`config.mk`:
```
export PLATFORM = sky130hd
export DESIGN_NAME = mem_port_arbiter
export DESIGN_NICKNAME = d
export VERILOG_FILES = /design/src/rtl/mem_port_arbiter_pkg.sv /design/src/rtl/mem_lat_counter.sv /design/src/rtl/mem_port_arbiter.sv
export SDC_FILE = /design/constraint.sdc
export NUM_CORES = 1
export LEC_CHECK = 0
export CORE_UTILIZATION = 32
export CTS_CLUSTER_DIAMETER = 40
export DETAILED_ROUTE_END_ITERATION = 8
export PLACE_DENSITY = 0.62
export REMOVE_ABC_BUFFERS = 1
export SYNTH_ARGS = -nofsm -noshare
export SYNTH_HDL_FRONTEND = slang
export SYNTH_SLANG_ARGS = --single-unit
```
`constraint.sdc`:
```
create_clock -name clk_i -period 1.5 [get_ports clk_i]
set_input_delay 0.225 -clock clk_i [delete_from_list [all_inputs] [get_ports clk_i]]
set_output_delay 0.225 -clock clk_i [all_outputs]
set_load 0.02 [all_outputs]
```
`src/rtl/mem_port_arbiter_pkg.sv`:
```
// mem_port_arbiter_pkg: shared state encodings, requester IDs and latency bounds for the memory port arbiter
package mem_port_arbiter_pkg;
  typedef enum logic [2:0] {
    IDLE  = 3'd0,
    ISSUE = 3'd1,
    WAIT  = 3'd2,
    RESP  = 3'd3
  } arb_state_e;
  typedef enum logic {
    REQ_CPU = 1'b0,
    REQ_DBG = 1'b1
  } req_id_e;
  localparam int MEM_LAT_MIN = 1;
  localparam int MEM_LAT_MAX = 7;
  // Counter preload for a given read latency, clamped to the supported range.
  function automatic logic [2:0] lat_init(input int lat);
    return (lat < MEM_LAT_MIN) ? 3'd0 : (lat > MEM_LAT_MAX) ? 3'(MEM_LAT_MAX - 1) : 3'(lat - 1);
  endfunction
endpackage

```
`src/rtl/mem_lat_counter.sv`:
```
// mem_lat_counter: 3-bit down-counter with synchronous load and a done flag at count 1
//   clk_i, rst_ni  : clock, asynchronous active-low reset
//   load_i         : load load_val_i (has priority over dec_i)
//   load_val_i     : preload value
//   dec_i          : decrement, saturating at 0
//   done_o         : count equals 1 (last wait cycle)
module mem_lat_counter (
  input  logic       clk_i,
  input  logic       rst_ni,
  input  logic       load_i,
  input  logic [2:0] load_val_i,
  input  logic       dec_i,
  output logic       done_o
);
  logic [2:0] cnt_q, cnt_d;
  assign cnt_d  = load_i ? load_val_i : (dec_i && cnt_q != 3'd0) ? cnt_q - 3'd1 : cnt_q;
  assign done_o = cnt_q == 3'd1;
  always_ff @(posedge clk_i or negedge rst_ni)
    if (!rst_ni) cnt_q <= 3'd0;
    else         cnt_q <= cnt_d;
endmodule

```
`src/rtl/mem_port_arbiter.sv`:
```
// mem_port_arbiter: shares one fixed-latency memory port between the CPU and the debug/boot port
//   clk_i, rst_ni                         : clock, asynchronous active-low reset
//   cpu_req_i/we_i/addr_i/wdata_i         : CPU request, held until cpu_ack_o
//   cpu_rdata_o, cpu_ack_o, cpu_stall_o   : CPU read data, completion pulse, stall
//   dbg_req_i/we_i/addr_i/wdata_i         : debug request, same protocol
//   dbg_rdata_o, dbg_ack_o                : debug read data, completion pulse
//   mem_en_o/we_o/addr_o/wdata_o          : registered memory strobe, write enable, address, data
//   mem_rdata_i                           : memory read data, valid MEM_LAT cycles after mem_en_o
//   arb_state_o                           : current FSM state
module mem_port_arbiter
  import mem_port_arbiter_pkg::*;
#(
  parameter int ADDR_W       = 16,
  parameter int DATA_W       = 16,
  parameter int MEM_LAT      = 2,
  parameter int DBG_PRIORITY = 0
) (
  input  logic              clk_i,
  input  logic              rst_ni,
  input  logic              cpu_req_i,
  input  logic              cpu_we_i,
  input  logic [ADDR_W-1:0] cpu_addr_i,
  input  logic [DATA_W-1:0] cpu_wdata_i,
  output logic [DATA_W-1:0] cpu_rdata_o,
  output logic              cpu_ack_o,
  output logic              cpu_stall_o,
  input  logic              dbg_req_i,
  input  logic              dbg_we_i,
  input  logic [ADDR_W-1:0] dbg_addr_i,
  input  logic [DATA_W-1:0] dbg_wdata_i,
  output logic [DATA_W-1:0] dbg_rdata_o,
  output logic              dbg_ack_o,
  output logic              mem_en_o,
  output logic              mem_we_o,
  output logic [ADDR_W-1:0] mem_addr_o,
  output logic [DATA_W-1:0] mem_wdata_o,
  input  logic [DATA_W-1:0] mem_rdata_i,
  output logic [2:0]        arb_state_o
);
  arb_state_e        st_q, st_d;
  req_id_e           win_q, last_q, sel;
  logic              we_q, mem_en_q, mem_we_q;
  logic [ADDR_W-1:0] addr_q;
  logic [DATA_W-1:0] wdata_q, cpu_rdata_q, dbg_rdata_q;
  logic [1:0]        rd_ack_q;
  logic              cpu_pend, dbg_pend, take, sel_we, resp_rd, wr_ack;
  logic              lat_load, lat_dec, lat_done;
  // A read ack is pulsed in the IDLE cycle after RESP; the acked requester
  // still holds req then, so it must not be mistaken for a new request.
  assign cpu_pend = cpu_req_i & ~rd_ack_q[0];
  assign dbg_pend = dbg_req_i & ~rd_ack_q[1];
  assign sel      = (cpu_pend && dbg_pend)
                    ? ((DBG_PRIORITY != 0 || last_q == REQ_CPU) ? REQ_DBG : REQ_CPU)
                    : (dbg_pend ? REQ_DBG : REQ_CPU);
  assign take     = (st_q == IDLE) && (cpu_pend || dbg_pend);
  assign sel_we   = (sel == REQ_DBG) ? dbg_we_i : cpu_we_i;
  assign resp_rd  = (st_q == RESP) && !we_q;
  assign wr_ack   = (st_q == RESP) && we_q;
  always_comb begin
    st_d     = st_q;
    lat_load = 1'b0;
    lat_dec  = 1'b0;
    case (st_q)
      IDLE:  st_d = take ? ISSUE : IDLE;
      ISSUE: begin
        lat_load = 1'b1;
        st_d     = (we_q || MEM_LAT == 1) ? RESP : WAIT;
      end
      WAIT:  begin
        lat_dec = 1'b1;
        st_d    = lat_done ? RESP : WAIT;
      end
      default: st_d = IDLE;
    endcase
  end
  always_ff @(posedge clk_i or negedge rst_ni)
    if (!rst_ni) begin
      st_q        <= IDLE;
      win_q       <= REQ_CPU;
      last_q      <= REQ_DBG;
      we_q        <= 1'b0;
      addr_q      <= '0;
      wdata_q     <= '0;
      mem_en_q    <= 1'b0;
      mem_we_q    <= 1'b0;
      cpu_rdata_q <= '0;
      dbg_rdata_q <= '0;
      rd_ack_q    <= 2'b00;
    end else begin
      st_q     <= st_d;
      mem_en_q <= take;
      mem_we_q <= take & sel_we;
      rd_ack_q <= {resp_rd && win_q == REQ_DBG, resp_rd && win_q == REQ_CPU};
      if (take) begin
        win_q   <= sel;
        last_q  <= sel;
        we_q    <= sel_we;
        addr_q  <= (sel == REQ_DBG) ? dbg_addr_i : cpu_addr_i;
        wdata_q <= (sel == REQ_DBG) ? dbg_wdata_i : cpu_wdata_i;
      end
      if (resp_rd && win_q == REQ_CPU) cpu_rdata_q <= mem_rdata_i;
      if (resp_rd && win_q == REQ_DBG) dbg_rdata_q <= mem_rdata_i;
    end
  mem_lat_counter u_lat (
    .clk_i      (clk_i),
    .rst_ni     (rst_ni),
    .load_i     (lat_load),
    .load_val_i (lat_init(MEM_LAT)),
    .dec_i      (lat_dec),
    .done_o     (lat_done)
  );
  assign cpu_ack_o   = rd_ack_q[0] | (wr_ack && win_q == REQ_CPU);
  assign dbg_ack_o   = rd_ack_q[1] | (wr_ack && win_q == REQ_DBG);
  assign cpu_stall_o = cpu_req_i & ~cpu_ack_o;
  assign cpu_rdata_o = cpu_rdata_q;
  assign dbg_rdata_o = dbg_rdata_q;
  assign mem_en_o    = mem_en_q;
  assign mem_we_o    = mem_we_q;
  assign mem_addr_o  = addr_q;
  assign mem_wdata_o = wdata_q;
  assign arb_state_o = st_q;
endmodule

```
After elaboration in Yosys (flattened, before gate mapping)
Cells that the tools add are included.
- input bits: 86
- word-level logic and storage cells: 55
- flip-flop bits (word level): 76
- equality and inequality tests: 4
- mux-type cells: 14
- $add $sub $neg: 1
- reductions and logical operators: 14
- bitwise logic cells: 10
- operators with widths (operator ; count):
    $mux 16 ; 2
    $logic_and 1x1->1 ; 9
    $mux 1 ; 9
    $mux 3 ; 2
    $pmux 2 s3 ; 1
    $and 1x1->1 ; 4
    $eq 2x2->1 const B ; 2
    $not 1->1 ; 4
    $eq 3x1->1 const B ; 1
    $logic_not 3->1 ; 1
    $reduce_bool 3->1 ; 1
    $sub 3x1->3 const B ; 1
    $eq 2x1->1 const B ; 1
    $or 1x1->1 ; 2
    $reduce_bool 2->1 ; 1
    $logic_not 1->1 ; 1
    $logic_or 1x1->1 ; 1

Logic depth before layout (Yosys ltp)
- depth after elaboration: 6
- depth in mapped cells: 7
- depth with buffers taken out: 6

Cells and area by module
From an unflattened synthesis, not the netlist that was laid out.
- cell total of the unflattened synthesis: 324
- area total of the unflattened synthesis: 3890.0 µm²
- by module, submodules not included (module ; sequential area each (µm²) ; cells an instance ; times used ; area each (µm²)):
    mem_port_arbiter ; 1828.0 ; 300 ; 1 ; 3668.5
    mem_lat_counter ; 75.1 ; 24 ; 1 ; 221.5

Least setup slack after synthesis
No wires, ideal clock.
- path kind: register -> register
- start: reg st_q[1] (netlist: arb_state_o[1])
- end: reg cpu_rdata_q[0] (netlist: cpu_rdata_o[0])
- required time: 1.375 ns
- arrival time: 1.622 ns
- clock period less this slack: 1.747 ns
- setup slack: -0.247 ns
- stages on the path, launching flop included: 5
- cell sequence: dfrtp_1 > ha_1 > nor3b_4 > buf_6 > mux2_2
- word-level cells in the longest chain between the ends: 3
- RTL lines (item ; RTL line ; source):
    start: declaration ; mem_port_arbiter.sv:40 ; arb_state_e st_q, st_d;
    start signal: assignment ; mem_port_arbiter.sv:90 ; st_q <= st_d;
    $eq 2x2->1 ; mem_port_arbiter.sv:57 ; assign resp_rd = (st_q == RESP) && !we_q;
    $logic_and 1x1->1 ; mem_port_arbiter.sv:57 ;
    $logic_and 1x1->1 ; mem_port_arbiter.sv:101 ; if (resp_rd && win_q == REQ_CPU) cpu_rdata_q <= mem_rdata_i;
    end signal: assignment ; mem_port_arbiter.sv:101 ;
    end: declaration ; mem_port_arbiter.sv:44 ; logic [DATA_W-1:0] wdata_q, cpu_rdata_q, dbg_rdata_q;
No other way between the ends.
A chain may end at the register's enable or synchronous reset.

Worst setup path after layout
- start: reg st_q[1] (netlist: arb_state_o[1])
- end: out dbg_ack_o
- word-level cells in the longest chain between the ends: 4
- RTL lines (item ; RTL line ; source):
    $eq 2x2->1 ; mem_port_arbiter.sv:58 ; assign wr_ack = (st_q == RESP) && we_q;
    $logic_and 1x1->1 ; mem_port_arbiter.sv:58 ;
    $logic_and 1x1->1 ; mem_port_arbiter.sv:113 ; assign dbg_ack_o = rd_ack_q[1] | (wr_ack && win_q == REQ_DBG);
    $or 1x1->1 ; mem_port_arbiter.sv:113 ;
    end: declaration ; mem_port_arbiter.sv:32 ; output logic dbg_ack_o,
No other way between the ends.

==> key figures <==
Global routing
  – Initial antenna violation count: 0
  – Largest net degree at the start of global routing: 77
  – Global route overflow: 0
  – Global-route wire length before repair: 19.6 mm
  – GR Util All Layers: 0.201
  – Vias in the first global route: 3730

Finish
  – Ant diodes: 0
  – Final Util: 0.603
  – Post-layout nets: 599
  – Post-route cell area: 6970 um2
  – Area Overhead vs Synth: 81.3%
  – FILL cells: 953
  – Layout cell share with drive strength beyond 1: 0.337
  – Non-Filler Instances: 654

Die
  – Die Y: 112 um
  – Die ar.: 12500 um2
  – Num rows: 39
  – Ports: 158
  – Initial Utilization: 0.332
  – Core area: 11600 um2
  – Die W: 112 um

Synth
  – Most common cell in the netlist: dfrtp_1
  – Mean post-synth cell area: 12.1 um2
  – Main flop type after synthesis: dfrtp_1
  – Register area share after synthesis: 0.495
  – Synth unique cells: 36
  – Yosys top cell by area: dfrtp_1
  – Flops & latches, synth: 76
  – Post-synth top area share: 0.488
  – Number of enable flip-flop cells after synthesis: 0
  – Mapped cell area: 3840 um2
  – Fraction of synthesis flops using an asynchronous set or reset pin: 1.00
  – Synth Instances: 318
  – Yosys Warn Count: 0
  – Synth top area cells: dfrtp_1, mux2_2, and3b_1
  – Synth top cells by count: dfrtp_1, and3b_1, a2bb2oi_1

Clocking
  – Max clock buf depth: 2
  – Clock transition at path regs: 60 ps
  – H-tree levels: 3
  – Num Clock Sinks: 76
  – Inserted Clock Buffers: 9
  – TritonCTS clock tree: done
  – Root Driver: clkbuf_16
  – Clock Latency Late Sink: 340 ps

Drt
  – Vias per cell: 5.34
  – Per-cell routed wire length: 20.7 um
  – 1st-pass router iterations: 6
  – DRC viols: 11
  – Via Count: 3495
  – DR iter-0 viols: 205
  – Antenna Violating Nets Remaining: 0
  – WL final: 13.5 mm

STA
  – Crit share post-route: 1.08
  – Setup TNS: -2410 ps
  – Fin Clk Skew: 6.61 ps
  – Final setup viols: 51
  – Final Hold Vio Count: 0
  – Worst setup margin: -122 ps
  – Clock period minus worst slack: 1620 ps
  – Slew Limit Fails: 0
  – Fmax: 616 MHz
  – RSZ-0062 raised after global routing: true

Placement
  – Buffers added on ports: 156
  – DP Worst Slack: -259 ps
  – Detailed placement HPWL: 7.69 mm
  – Final GP Congestion: 0.749
  – Placed cell areas: 5660 um2
  – Placed cell count: 613

Worst setup path
  – Crit path max fanout: 4
  – Most frequent CP cell: buf_6
  – R2r setup slk: -80 ps
  – Crit. End Element: output pin
  – Reg-to-reg endpoint: cpu_rdata_o[12]
  – Critical-path top delay cell: dfrtp_1
  – Critical Path RT: 1270 ps
  – CP max stage delay: 420 ps
  – Crit start category: flip-flop
  – R2R Path Start: arb_state_o[1]
  – CP cell instances: ha_4 > buf_6 > a31o_2 > buf_6
  – Critical path class: flip-flop to output pin
  – Reg2Reg Depth: 6
  – Crit path DAT: 1400 ps

Run status
  – Status: finished with violations
  – Failing checks: design-rule violations, negative setup slack

Pwr
  – Total power divided by cell area: 2040 nW/um2
  – Max VDD drop: 0.984 mV
  – Leak pwr: 3.12 nW

Flow run
  – Max-Cap Viols: 0

Hold path
  – Hold Crit Class: input pin to asynchronous set/reset pin
per-layer routing:
layer | global-route usage | up-vias | routed length, um
met2 | 0.334 | 142 | 6500
met4 | 0.0568 | 0 | 120
met1 | 0.242 | 1731 | 5690
met3 | 0.0789 | 10 | 1220
met5 | 0 | - | 0
li1 | - | 1612 | -
layout make-up:
cell class	count	area, um2	share of cell area
clock buffers	9	225	0.0323
clock inverters	7	73.8	0.0106
inverters	8	68.8	0.00987
multi-input cells	201	2280	0.327
flip-flops and latches	76	1900	0.273
well taps	143	179	0.0257
repair buffers	206	2180	0.313
repair inverters	4	57.6	0.00826
placed cells by master, fill, tap and decap left out, types with 3 or more instances in the layout:
cell type and instances:
a21oi_1 4, a221oi_2 21, a221oi_4 10, a2bb2oi_1 15, a2bb2oi_2 18, and3b_1 34, buf_12 10, buf_16 3
buf_4 25, buf_6 9, clkbuf_16 16, clkdlybuf4s50_1 84, clkinv_8 3, dfrtp_1 74, dlygate4sd2_1 65, ha_1 5
inv_1 4, inv_6 3, mux2_4 32, nor2_1 4, o21ai_0 27, o21ai_1 6
power breakdown:
part | internal, mW | switching [mW]
sequential | 3.08 | 0.639
clock | 1.30 | 0.932
combinational | 4.23 | 4.06
state kept, by name (all words and copies together), names as in the netlist:
register / count
mem_addr_o: 16
last_q: 1
rd_ack_q: 2
mem_we_o: 1
u_lat.cnt_q: 3
win_q: 1
cpu_rdata_o: 16
mem_en_o: 1
we_q: 1
arb_state_o: 2
mem_wdata_o: 16
dbg_rdata_o: 16
logic make-up after synthesis:
kind of cell / share of synthesized area
other: 0.000976
muxes: 0.0964
buffers and inverters: 0.0638
AOI/OAI and AO/OA: 0.216
and+or+nand+nor: 0.105
adders and majority gates: 0.0228
DFF: 0.495
how the worst max path moves through the flow:
stage / to / startpoint / slack [ps] / cells after the start
2_1_floorplan: we_q / arb_state_o[0] / -530 / 6
3_3_place_gp: cpu_ack_o / arb_state_o[0] / -240 / 5
3_5_place_dp: cpu_ack_o / arb_state_o[0] / -260 / 5
4_1_cts: cpu_ack_o / arb_state_o[1] / -120 / 5
5_1_grt: cpu_ack_o / arb_state_o[1] / -160 / 5
6_report: dbg_ack_o / arb_state_o[1] / -120 / 4
critical path, delay by kind of cell (launching register included):
kind            cells  cell delay (ps)
fa+ha+maj           1              180
compound gates      1              210
flops               1              420
buf+inv             2              250
through the flow:
| stage | power [mW] | hold slack (ps) |
|---|---|---|
| finish | 14.2 | 450 |
| global route | 15.0 | 467 |
| CTS | 12.8 | 445 |
| detailed placement | 10.3 | 284 |
| global placement | 10.1 | 283 |
| floorplan | 7.04 | -70.6 |
timing repair:
item | 4_1_cts | 5_1_grt
pin swaps | 2 | 8
endpoints found under the hold margin | 75 | 0
setup endpoints to repair | 124 | 61
buffers inserted | 6 | 7
hold buffers | 1 | 0
cloned | 3 | 10
gates resized for setup | 142 | 83
Power figures use the tool's default switching activity.
